## config.mk

```make
export PLATFORM = sky130hd
export DESIGN_NAME = starfield_ramp
export DESIGN_NICKNAME = d
export VERILOG_FILES = /design/src/rtl/starfield_ramp.sv
export SDC_FILE = /design/constraint.sdc
export NUM_CORES = 1
export LEC_CHECK = 0
export ABC_AREA = 1
export CORE_ASPECT_RATIO = 1.5
export CORE_MARGIN = 2
export CORE_UTILIZATION = 27
export CTS_CLUSTER_DIAMETER = 120
export DETAILED_ROUTE_END_ITERATION = 7
export GPL_ROUTABILITY_DRIVEN = 0
export HOLD_SLACK_MARGIN = 0.15
export SLEW_MARGIN = 20
export SYNTH_ARGS = -nofsm -noshare
export SYNTH_HDL_FRONTEND = slang
export SYNTH_SLANG_ARGS = --single-unit
export TNS_END_PERCENT = 20
```

## constraint.sdc

```tcl
create_clock -name clk -period 4.4 [get_ports clk]
set_input_delay 0.88 -clock clk [delete_from_list [all_inputs] [get_ports clk]]
set_output_delay 0.88 -clock clk [all_outputs]
set_load 0.03 [all_outputs]
```

## src/rtl/starfield_ramp.sv

```systemverilog
// Starfield register-write master: ramps H/V star velocity toward CPU targets once
// per FRAMES vblanks and pushes the changed registers during vblank start.
module starfield_ramp #(
  parameter logic [15:0] STEP   = 16'd32,
  parameter logic [7:0]  FRAMES = 8'd1
) (
  input  logic        clk,
  input  logic        rst_n,
  input  logic        i_vblank,
  input  logic        i_en_req,
  input  logic [15:0] i_tgt_h,
  input  logic [15:0] i_tgt_v,
  input  logic        i_snap,
  output logic [2:0]  o_sf_addr,
  output logic [7:0]  o_sf_data,
  output logic        o_sf_write,
  output logic        o_busy,
  output logic        o_at_target,
  output logic        o_overrun
);

  localparam int unsigned NWR     = 5;
  localparam logic [7:0]  FR_LAST = (FRAMES == 8'd0) ? 8'd0 : FRAMES - 8'd1;

  typedef enum logic [2:0] {
    S_IDLE, S_CALC, S_W_EN, S_W_H1, S_W_H2, S_W_V3, S_W_V4
  } state_t;

  state_t             r_state, w_next;
  logic [NWR-1:0]     r_pend, w_pend;
  logic               r_vblank_q, r_edge, r_tick, r_snap;
  logic               r_en_last, r_dirty_en, r_dirty_h, r_dirty_v;
  logic [7:0]         r_cnt;
  logic signed [15:0] r_cur_h, r_cur_v;
  logic [2:0]         r_addr, w_addr;
  logic [7:0]         r_data, w_data;
  logic               r_write, w_write, r_busy, r_at_target, r_overrun;

  logic               w_tick, w_en_dirty, w_dh, w_dv;
  logic signed [15:0] w_new_h, w_new_v, w_cur_h, w_cur_v;
  logic [14:0]        w_mag_h, w_mag_v;

  // -32768 has no positive counterpart in sign/magnitude form
  function automatic logic signed [15:0] clamp_tgt(input logic [15:0] x);
    return (x == 16'h8000) ? 16'sh8001 : $signed(x);
  endfunction

  function automatic logic signed [15:0] ramp_axis(input logic signed [15:0] cur,
                                                   input logic signed [15:0] tgt,
                                                   input logic snap);
    logic signed [16:0] d, ad, st;
    d  = 17'(tgt) - 17'(cur);
    ad = d[16] ? -d : d;
    st = $signed({1'b0, STEP});
    if (snap || (ad <= st)) return tgt;
    else if (!d[16])        return 16'(17'(cur) + st);
    else                    return 16'(17'(cur) - st);
  endfunction

  function automatic logic [14:0] mag15(input logic signed [15:0] v);
    return v[15] ? (15'd0 - v[14:0]) : v[14:0];
  endfunction

  function automatic state_t first_wr(input logic [NWR-1:0] m);
    if (m[0])      return S_W_EN;
    else if (m[1]) return S_W_H1;
    else if (m[2]) return S_W_H2;
    else if (m[3]) return S_W_V3;
    else if (m[4]) return S_W_V4;
    else           return S_IDLE;
  endfunction

  // Ramp math; only committed in CALC on a ramp tick
  always_comb begin
    w_tick     = (r_cnt == FR_LAST);
    w_en_dirty = r_dirty_en | (i_en_req != r_en_last);
    w_new_h    = ramp_axis(r_cur_h, clamp_tgt(i_tgt_h), r_snap);
    w_new_v    = ramp_axis(r_cur_v, clamp_tgt(i_tgt_v), r_snap);
    w_cur_h    = (r_state == S_CALC && r_tick) ? w_new_h : r_cur_h;
    w_cur_v    = (r_state == S_CALC && r_tick) ? w_new_v : r_cur_v;
    w_dh       = r_dirty_h | (w_cur_h != r_cur_h);
    w_dv       = r_dirty_v | (w_cur_v != r_cur_v);
    w_mag_h    = mag15(w_cur_h);
    w_mag_v    = mag15(w_cur_v);
  end

  // State register
  always_ff @(posedge clk or negedge rst_n) begin
    if (!rst_n) begin
      r_state <= S_IDLE;
      r_pend  <= '0;
    end else begin
      r_state <= w_next;
      r_pend  <= w_pend;
    end
  end

  // Next state: jump straight to the next pending write, no bubbles
  always_comb begin
    w_next = r_state;
    w_pend = r_pend;
    unique case (r_state)
      S_IDLE: if (r_edge && (w_tick || w_en_dirty)) w_next = S_CALC;
      S_CALC: begin
        w_pend = {w_dv & r_tick, w_dv & r_tick, w_dh & r_tick, w_dh & r_tick, w_en_dirty};
        w_next = first_wr(w_pend);
      end
      S_W_EN: begin w_pend = r_pend & 5'b11110; w_next = first_wr(w_pend); end
      S_W_H1: begin w_pend = r_pend & 5'b11100; w_next = first_wr(w_pend); end
      S_W_H2: begin w_pend = r_pend & 5'b11000; w_next = first_wr(w_pend); end
      S_W_V3: begin w_pend = r_pend & 5'b10000; w_next = first_wr(w_pend); end
      S_W_V4: begin w_pend = '0;                w_next = S_IDLE;            end
      default: begin w_pend = '0;               w_next = S_IDLE;            end
    endcase
  end

  // Output values for the state being entered
  always_comb begin
    w_addr  = r_addr;
    w_data  = r_data;
    w_write = 1'b0;
    case (w_next)
      S_W_EN: begin w_write = 1'b1; w_addr = 3'd0; w_data = {7'b0, i_en_req};              end
      S_W_H1: begin w_write = 1'b1; w_addr = 3'd1; w_data = {~w_cur_h[15], w_mag_h[14:8]}; end
      S_W_H2: begin w_write = 1'b1; w_addr = 3'd2; w_data = w_mag_h[7:0];                  end
      S_W_V3: begin w_write = 1'b1; w_addr = 3'd3; w_data = {~w_cur_v[15], w_mag_v[14:8]}; end
      S_W_V4: begin w_write = 1'b1; w_addr = 3'd4; w_data = w_mag_v[7:0];                  end
      default: ;
    endcase
  end

  // Edge detect, frame counter, velocity and dirty tracking
  always_ff @(posedge clk or negedge rst_n) begin
    if (!rst_n) begin
      r_vblank_q <= 1'b0;
      r_edge     <= 1'b0;
      r_cnt      <= 8'd0;
      r_tick     <= 1'b0;
      r_snap     <= 1'b0;
      r_en_last  <= 1'b0;
      r_dirty_en <= 1'b1;
      r_dirty_h  <= 1'b1;
      r_dirty_v  <= 1'b1;
      r_cur_h    <= 16'sd0;
      r_cur_v    <= 16'sd0;
    end else begin
      r_vblank_q <= i_vblank;
      r_edge     <= i_vblank & ~r_vblank_q;
      if (r_state == S_IDLE && r_edge) begin
        r_cnt  <= w_tick ? 8'd0 : r_cnt + 8'd1;
        r_tick <= w_tick;
      end
      r_snap <= i_snap | (r_snap & ~(r_state == S_CALC && r_tick));
      if (r_state == S_CALC) begin
        r_cur_h   <= w_cur_h;
        r_cur_v   <= w_cur_v;
        r_dirty_h <= w_dh;
        r_dirty_v <= w_dv;
      end
      if (w_next == S_W_EN) begin
        r_dirty_en <= 1'b0;
        r_en_last  <= i_en_req;
      end
      if (w_next == S_W_H2) r_dirty_h <= 1'b0;
      if (w_next == S_W_V4) r_dirty_v <= 1'b0;
    end
  end

  // Registered outputs
  always_ff @(posedge clk or negedge rst_n) begin
    if (!rst_n) begin
      r_addr      <= 3'd0;
      r_data      <= 8'd0;
      r_write     <= 1'b0;
      r_busy      <= 1'b0;
      r_at_target <= 1'b0;
      r_overrun   <= 1'b0;
    end else begin
      r_addr      <= w_addr;
      r_data      <= w_data;
      r_write     <= w_write;
      r_busy      <= (w_next != S_IDLE);
      r_at_target <= (r_cur_h == clamp_tgt(i_tgt_h)) && (r_cur_v == clamp_tgt(i_tgt_v));
      r_overrun   <= r_overrun | (r_edge && (r_state != S_IDLE));
    end
  end

  assign o_sf_addr   = r_addr;
  assign o_sf_data   = r_data;
  assign o_sf_write  = r_write;
  assign o_busy      = r_busy;
  assign o_at_target = r_at_target;
  assign o_overrun   = r_overrun;

endmodule

```

== Word-level counts from Yosys, hierarchy flattened ==
Index checks and enable logic that the tools add are counted.
W data, S select, Z words.
Word-level totals
  flip-flop bits (word level): 70
  latch bits: 0
  bits in writable memories: 0
  memory bits (read-only): 0
  input port bits: 37
  output and inout bits: 15
  word-level logic and storage cells: 120
  memories: 0
Cells by class
  add/subtract/negate cells: 11
  multiply operators: 0
  div/mod/pow operators: 0
  order comparisons: 2
  eq/ne operators: 17
  shift-type cells: 0
  mux-type cells: 30
  bitwise logic cells: 18
  reductions and logical operators: 20
Operators by type and width (number)
  $mux W16: 8
  $pmux W8 S5: 1
  $le A17 B7 Y1 const B: 2
  $mux W17: 2
  $neg A17 Y17: 2
  $sub A16 B16 Y17: 2
  $add A16 B7 Y16 const B: 2
  $eq A16 B16 Y1: 2
  $eq A16 B16 Y1 const B: 2
  $ne A16 B16 Y1: 2
  $sub A16 B7 Y16 const B: 2
  $mux W15: 2
  $pmux W5 S6: 1
  $sub A1 B15 Y15 const A: 2
  $mux W3: 8
  $pmux W3 S6: 1
  $eq A3 B3 Y1 const B: 5
  $pmux W3 S5: 1
  $eq A3 B2 Y1 const B: 4
  $not A1 Y1: 9
  $add A8 B1 Y8 const B: 1
  $logic_not A8 Y1: 1
  $mux W8: 1
  $reduce_bool A3 Y1: 2
  other kinds (15): 33

== Logic depth before layout (Yosys ltp) ==
  depth after elaboration: 19
  depth in mapped cells: 47
  gate-level depth less buffers: 46

== Least setup slack after synthesis ==
No wires, ideal clock.
  path type: input to register
  from: in i_tgt_v[5]
  to: reg r_data[0], in the netlist o_sf_data[0]
  setup time: 0.121 ns
  arrival: 5.534 ns
  data required time: 4.279 ns
  setup slack: -1.255 ns
  stages: 43
  buffers on the path: 1
  cell sequence: inv_1 > nand4_1 > nor2_1 > a21oi_1 > ha_1 > inv_1 > fa_1 > nand3_1 > nand2_2 > nand3_1 > nand2_1 > nand2_1 > nand2_1 > nand2_1 > nand2_2 > buf_4 > ha_1 > a21oi_1 > [7 not listed] > xor2_1 > nand3_1 > nand4_1 > nand2_1 > nor2_1 > nand2_1 > nor2_1 > nand3_1 > nand2_2 > nand2_1 > nand2_1 > nand2_4 > nand2_4 > inv_1 > nand2_1 > nand3_1 > o21bai_1 > nand2_1
On the way
  cells in the longest elaborated chain, start to end: 18
  elaborated cells between the ends (all ways): 26
  classes of those cells: 3 x add/sub; 1 x order compare; 7 x eq/ne; 11 x mux; 2 x bitwise; 2 x reduce/logical
Ends and longest elaborated chain
  from (decl): line 12  | input logic [15:0] i_tgt_v,
  $eq A16 B16 Y1: line 45  | return (x == 16'h8000) ? 16'sh8001 : $signed(x);
  $mux W16 *: line 45
  $sub A16 B16 Y17: line 52  | d = 17'(tgt) - 17'(cur);
  $neg A17 Y17: line 53  | ad = d[16] ? -d : d;
  $mux W17: line 53
  $le A17 B7 Y1: line 55  | if (snap || (ad <= st)) return tgt;
  $logic_or A1 B1 Y1: line 55
  $mux W16 *: line 55
  [3 not listed]
  $and A1 B1 Y1 *: line 105  | w_pend = {w_dv & r_tick, w_dv & r_tick, w_dh & r_tick, w_dh & r_tick, w_en_dirty};
  $mux W3 *: line 68  | else if (m[3]) return S_W_V3;
  $mux W3 *: line 66  | else if (m[1]) return S_W_H1;
  $mux W3 *: line 65  | if (m[0]) return S_W_EN;
  $pmux W3 S6 *: line 102  | unique case (r_state)
  named net w_next[0]: line 29  | state_t r_state, w_next;
  $eq A3 B3 Y1 / $eq A3 B2 Y1 (equally long branches): line 122  | case (w_next)
  $pmux W8 S5 / $reduce_bool A5 Y1 (equally long branches)
  to (signal assigned): line 180  | r_data <= w_data;
  to (decl): line 36  | logic [7:0] r_data, w_data;
Mark *: on every way through the listed nets, which the timed path passes. The rest lies on a longest branch.
A chain may end at the register's enable or synchronous reset.

== Worst setup path in the final report ==
  from: in i_tgt_h[11]
  to: reg r_data[1], in the netlist o_sf_data[1]
On the way
  cells in the longest elaborated chain, start to end: 17
  elaborated cells between the ends (all ways): 25
  classes of those cells: 3 x add/sub; 1 x order compare; 7 x eq/ne; 10 x mux; 2 x bitwise; 2 x reduce/logical
Ends and longest elaborated chain
  from (decl): line 11  | input logic [15:0] i_tgt_h,
  $eq A16 B16 Y1: line 45
  $mux W16 *: line 45
  $sub A16 B16 Y17: line 52
  $neg A17 Y17: line 53
  $mux W17: line 53
  $le A17 B7 Y1: line 55
  $logic_or A1 B1 Y1: line 55
  $mux W16 *: line 55
  [2 not listed]
  $or A1 B1 Y1 *: line 81  | w_dh = r_dirty_h | (w_cur_h != r_cur_h);
  $and A1 B1 Y1 *: line 105
  $mux W3 *: line 66
  $mux W3 *: line 65
  $pmux W3 S6 *: line 102
  named net w_next[2]: line 29
  $eq A3 B3 Y1 / $eq A3 B2 Y1 (equally long branches): line 122
  $pmux W8 S5 / $reduce_bool A5 Y1 (equally long branches)
Marks and branches as above.

==> flow_summary.ini <==
[status]
status = finished with violations
violations = setup timing

[global_routing]
grt_max_degree = 71
antenna_found_initial = 0
grt_pass1_wl_um = 53810
track_usage_pct = 18.94
grt-ovfl-total = 0
grt_pass1_vias = 11600

[sta]
rsz0062_at_grt = true
finalCritPeriodShare_pct = 129.7
hold_viol = 0
slew_headroom_pct = 37.13
skew_ns = 0.01675
fin_ws_ns = -1.307
slew_viol_final = 0
worstMarginPinSlew_ns = 0.9431
clock.fmax_mhz = 175.2
period_needed_ns = 5.707
setup_viol_count_final = 31

[cts]
clock_tree.root_cell = clkbuf_16
clkTransAtPathRegs_ns = 0.06
cts_tree = yes
clock_latency_ns = 0.36
clockBufferDepth = 2
cts.htree.levels = 3
cts_buffers = 9
cts.sinks = 70

[drt]
post_drt_wl_per_cell_um = 13.80
final_antenna_net_count = 0
first_pass_iters = 5
drt_wl_total_um = 33450
avgViaCountPerCell = 4.715
num_vias = 11430
drc = 0
drt_iter0_markers = 657

[yosys]
ys_top_cells_by_area = nand2_1 (19%), dfrtp_1 (19%), nand3_1 (9.5%), inv_1 (9.1%), ha_1 (6.7%)
synth-edff-count = 0
synth_seq_area_share_pct = 19.52
synth_nets = 1613
yosysMostFrequentCell = nand2_1
synth_top_area_cell = nand2_1
syn_avg_cell_area_um2 = 5.902
ys_types = 48
yosysWarnings = 0
synth_top_cell_area_share_pct = 19.20
syn_inst = 1524
yosys_most_used_dff = dfrtp_1
synthTopCellsByCount = nand2_1 (460), inv_1 (217), nand3_1 (171)
synthesis.area_um2 = 8995
ys_seq_elements = 70
async_reset_ff_share_pct = 100.0

[layout]
drive_gt1_share_pct = 36.44
num_antenna_cells = 0
multi_input_area_um2 = 6768
regArea_um2 = 1755
n_fill_cell = 3274
finalInstanceArea_um2 = 14350
fin_util_pct = 43.82
nets = 2093
area_growth_pct = 59.48

[die]
fp.dieW_um = 153.0
fp-row-count = 81
start_util_pct = 27.48
ios = 52
die-height_um = 227.5
dieArea_um2 = 34820
core_area_um2 = 32740

[placed_design]
place_ws_ns = -2.147
dpl.hpwl_um = 26440
dpl_cell_area_um2 = 12990
io_buffers = 51

[worst_setup_path]
cp.required_ns = 4.62
crit_top_cell = nand2_2
startpoint_type = primary input
cpMaxStageDelayCell = fa_2
slowest_delay_ns = 0.35
crit_type = in2reg
crit_arrival_ns = 5.93
critPathCaptureType = flop
cp_max_fo = 7

[min_path]
hold_class = reg2reg

[power_and_ir_drop]
power.density_nw_per_um2 = 935.6
ir_worst_vdd_mv = 0.4228
p_leak_nw = 7.820

[job]
drv_cap = 0
## stage by stage
step | cells | setup TNS (ns) | power, W | hold WS, ns
after floorplan | 1524 | -18.69 | 0.006675 | 0.3763
after global placement | 2346 | -60.44 | 0.01074 | 0.3825
after detailed placement | 2346 | -68.35 | 0.01092 | 0.3928
after CTS | 2407 | -24.95 | 0.01259 | 0.4013
after global routing | 2424 | -38.69 | 0.01467 | 0.4125
final | 2424 | -26.04 | 0.01342 | 0.3983
## per-layer routing
| layer | vias to the layer above | routed length [µm] | GRT usage (%) |
|---|---|---|---|
| met4 | 0 | 1876 | 10.90 |
| met1 | 5206 | 13470 | 21.03 |
| li1 | 5859 | - | - |
| met3 | 85 | 1106 | 2.018 |
| met2 | 280 | 17000 | 34.99 |
| met5 | - | 0 | 0 |
## sequential cells by signal (all words and copies together), names as in the netlist
signal and count:
r_edge 1, o_busy 1, r_pend 4, r_dirty_en 1
r_state 3, o_overrun 1, o_sf_data 8, o_at_target 1
r_dirty_v 1, o_sf_write 1, o_sf_addr 3, r_dirty_h 1
r_cur_h 16, r_cur_v 16, r_snap 1, r_cnt 8
r_en_last 1, r_vblank_q 1, r_tick 1
## cell families (layout without fill, tap and decap cells)
family / after synthesis / after routing / share of synthesized area, %
buffers and inverters: 294 / 779 / 12.96
DFF: 70 / 70 / 19.52
adders and majority gates: 52 / 52 / 7.567
AOI/OAI and AO/OA: 164 / 164 / 10.46
xor gates and xnor gates: 53 / 53 / 5.161
and+or+nand+nor: 891 / 891 / 44.33
## worst max-delay path: cells and delay by family
family	cells	cell delay, ns
fa+ha+maj	3	0.79
compound gates	9	1.09
buf+inv	8	0.80
simple gates	26	2.18
xor+xnor	1	0.14
## what timing repair did
action | CTS | global route
endpoints found under the setup margin | 56 | 56
hold buffers | 0 | 0
gates cloned | 0 | 0
buffers inserted | 46 | 17
pin swaps | 54 | 89
gates resized for setup | 151 | 155
## power by group
group | internal, W | switching [W]
clock network | 0.000498 | 0.000306
registers | 0.000899 | 0.000198
logic | 0.00550 | 0.00602
## area by class of cell
class                   instances  share of cell area (%)
well taps                     415                   3.620
clock buffers                   9                   1.570
repair buffers                520                   28.16
flip-flops and latches         70                   12.24
clock inverters                 7                  0.6716
inverters                     243                   6.559
multi-input cells            1160                   47.18
## final timing paths
path / slack [ns] / depth (start not counted) / start / endpoint
worst max-delay path: -1.31 / 47 / i_tgt_h[11] / o_sf_data[1]
worst min-delay path: 0.40 / 1 / r_vblank_q / r_edge
worst max register to register: -0.83 / 39 / r_cur_h[11] / o_sf_data[1]
worst min register to register: 0.40 / 1 / r_vblank_q / r_edge
max in group asynchronous: 3.11 / 1 / rst_n / r_cur_h[0]
min in group asynchronous: 0.66 / 1 / rst_n / r_cur_v[0]
## placed cells by master (no fill, tap or decap), types with 5 or more instances in the layout
cell | Yosys | routed
xnor2_1 | 7 | 7
inv_1 | 217 | 194
a21o_1 | 8 | 8
buf_2 | 3 | 11
buf_6 | 3 | 27
nor2_2 | 12 | 23
a21oi_2 | 0 | 21
nand3_2 | 3 | 16
o21ai_2 | 6 | 23
a21oi_1 | 66 | 44
nand3b_1 | 16 | 16
clkbuf_16 | 0 | 9
nor4_1 | 7 | 5
nor2_1 | 115 | 100
inv_2 | 21 | 41
nand3_1 | 171 | 156
nor3_1 | 13 | 13
o21ai_1 | 11 | 11
dfrtp_1 | 67 | 67
o21bai_1 | 11 | 8
nand2_2 | 18 | 33
ha_1 | 48 | 36
nand4_1 | 62 | 62
o21ai_0 | 45 | 25
xor2_1 | 46 | 45
buf_4 | 9 | 446
clkdlybuf4s50_1 | 0 | 18
nand2_1 | 460 | 431
nor2_4 | 2 | 6
ha_4 | 0 | 9
nand2_4 | 4 | 14
clkbuf_2 | 0 | 9
(Power assumes the default switching activity.)
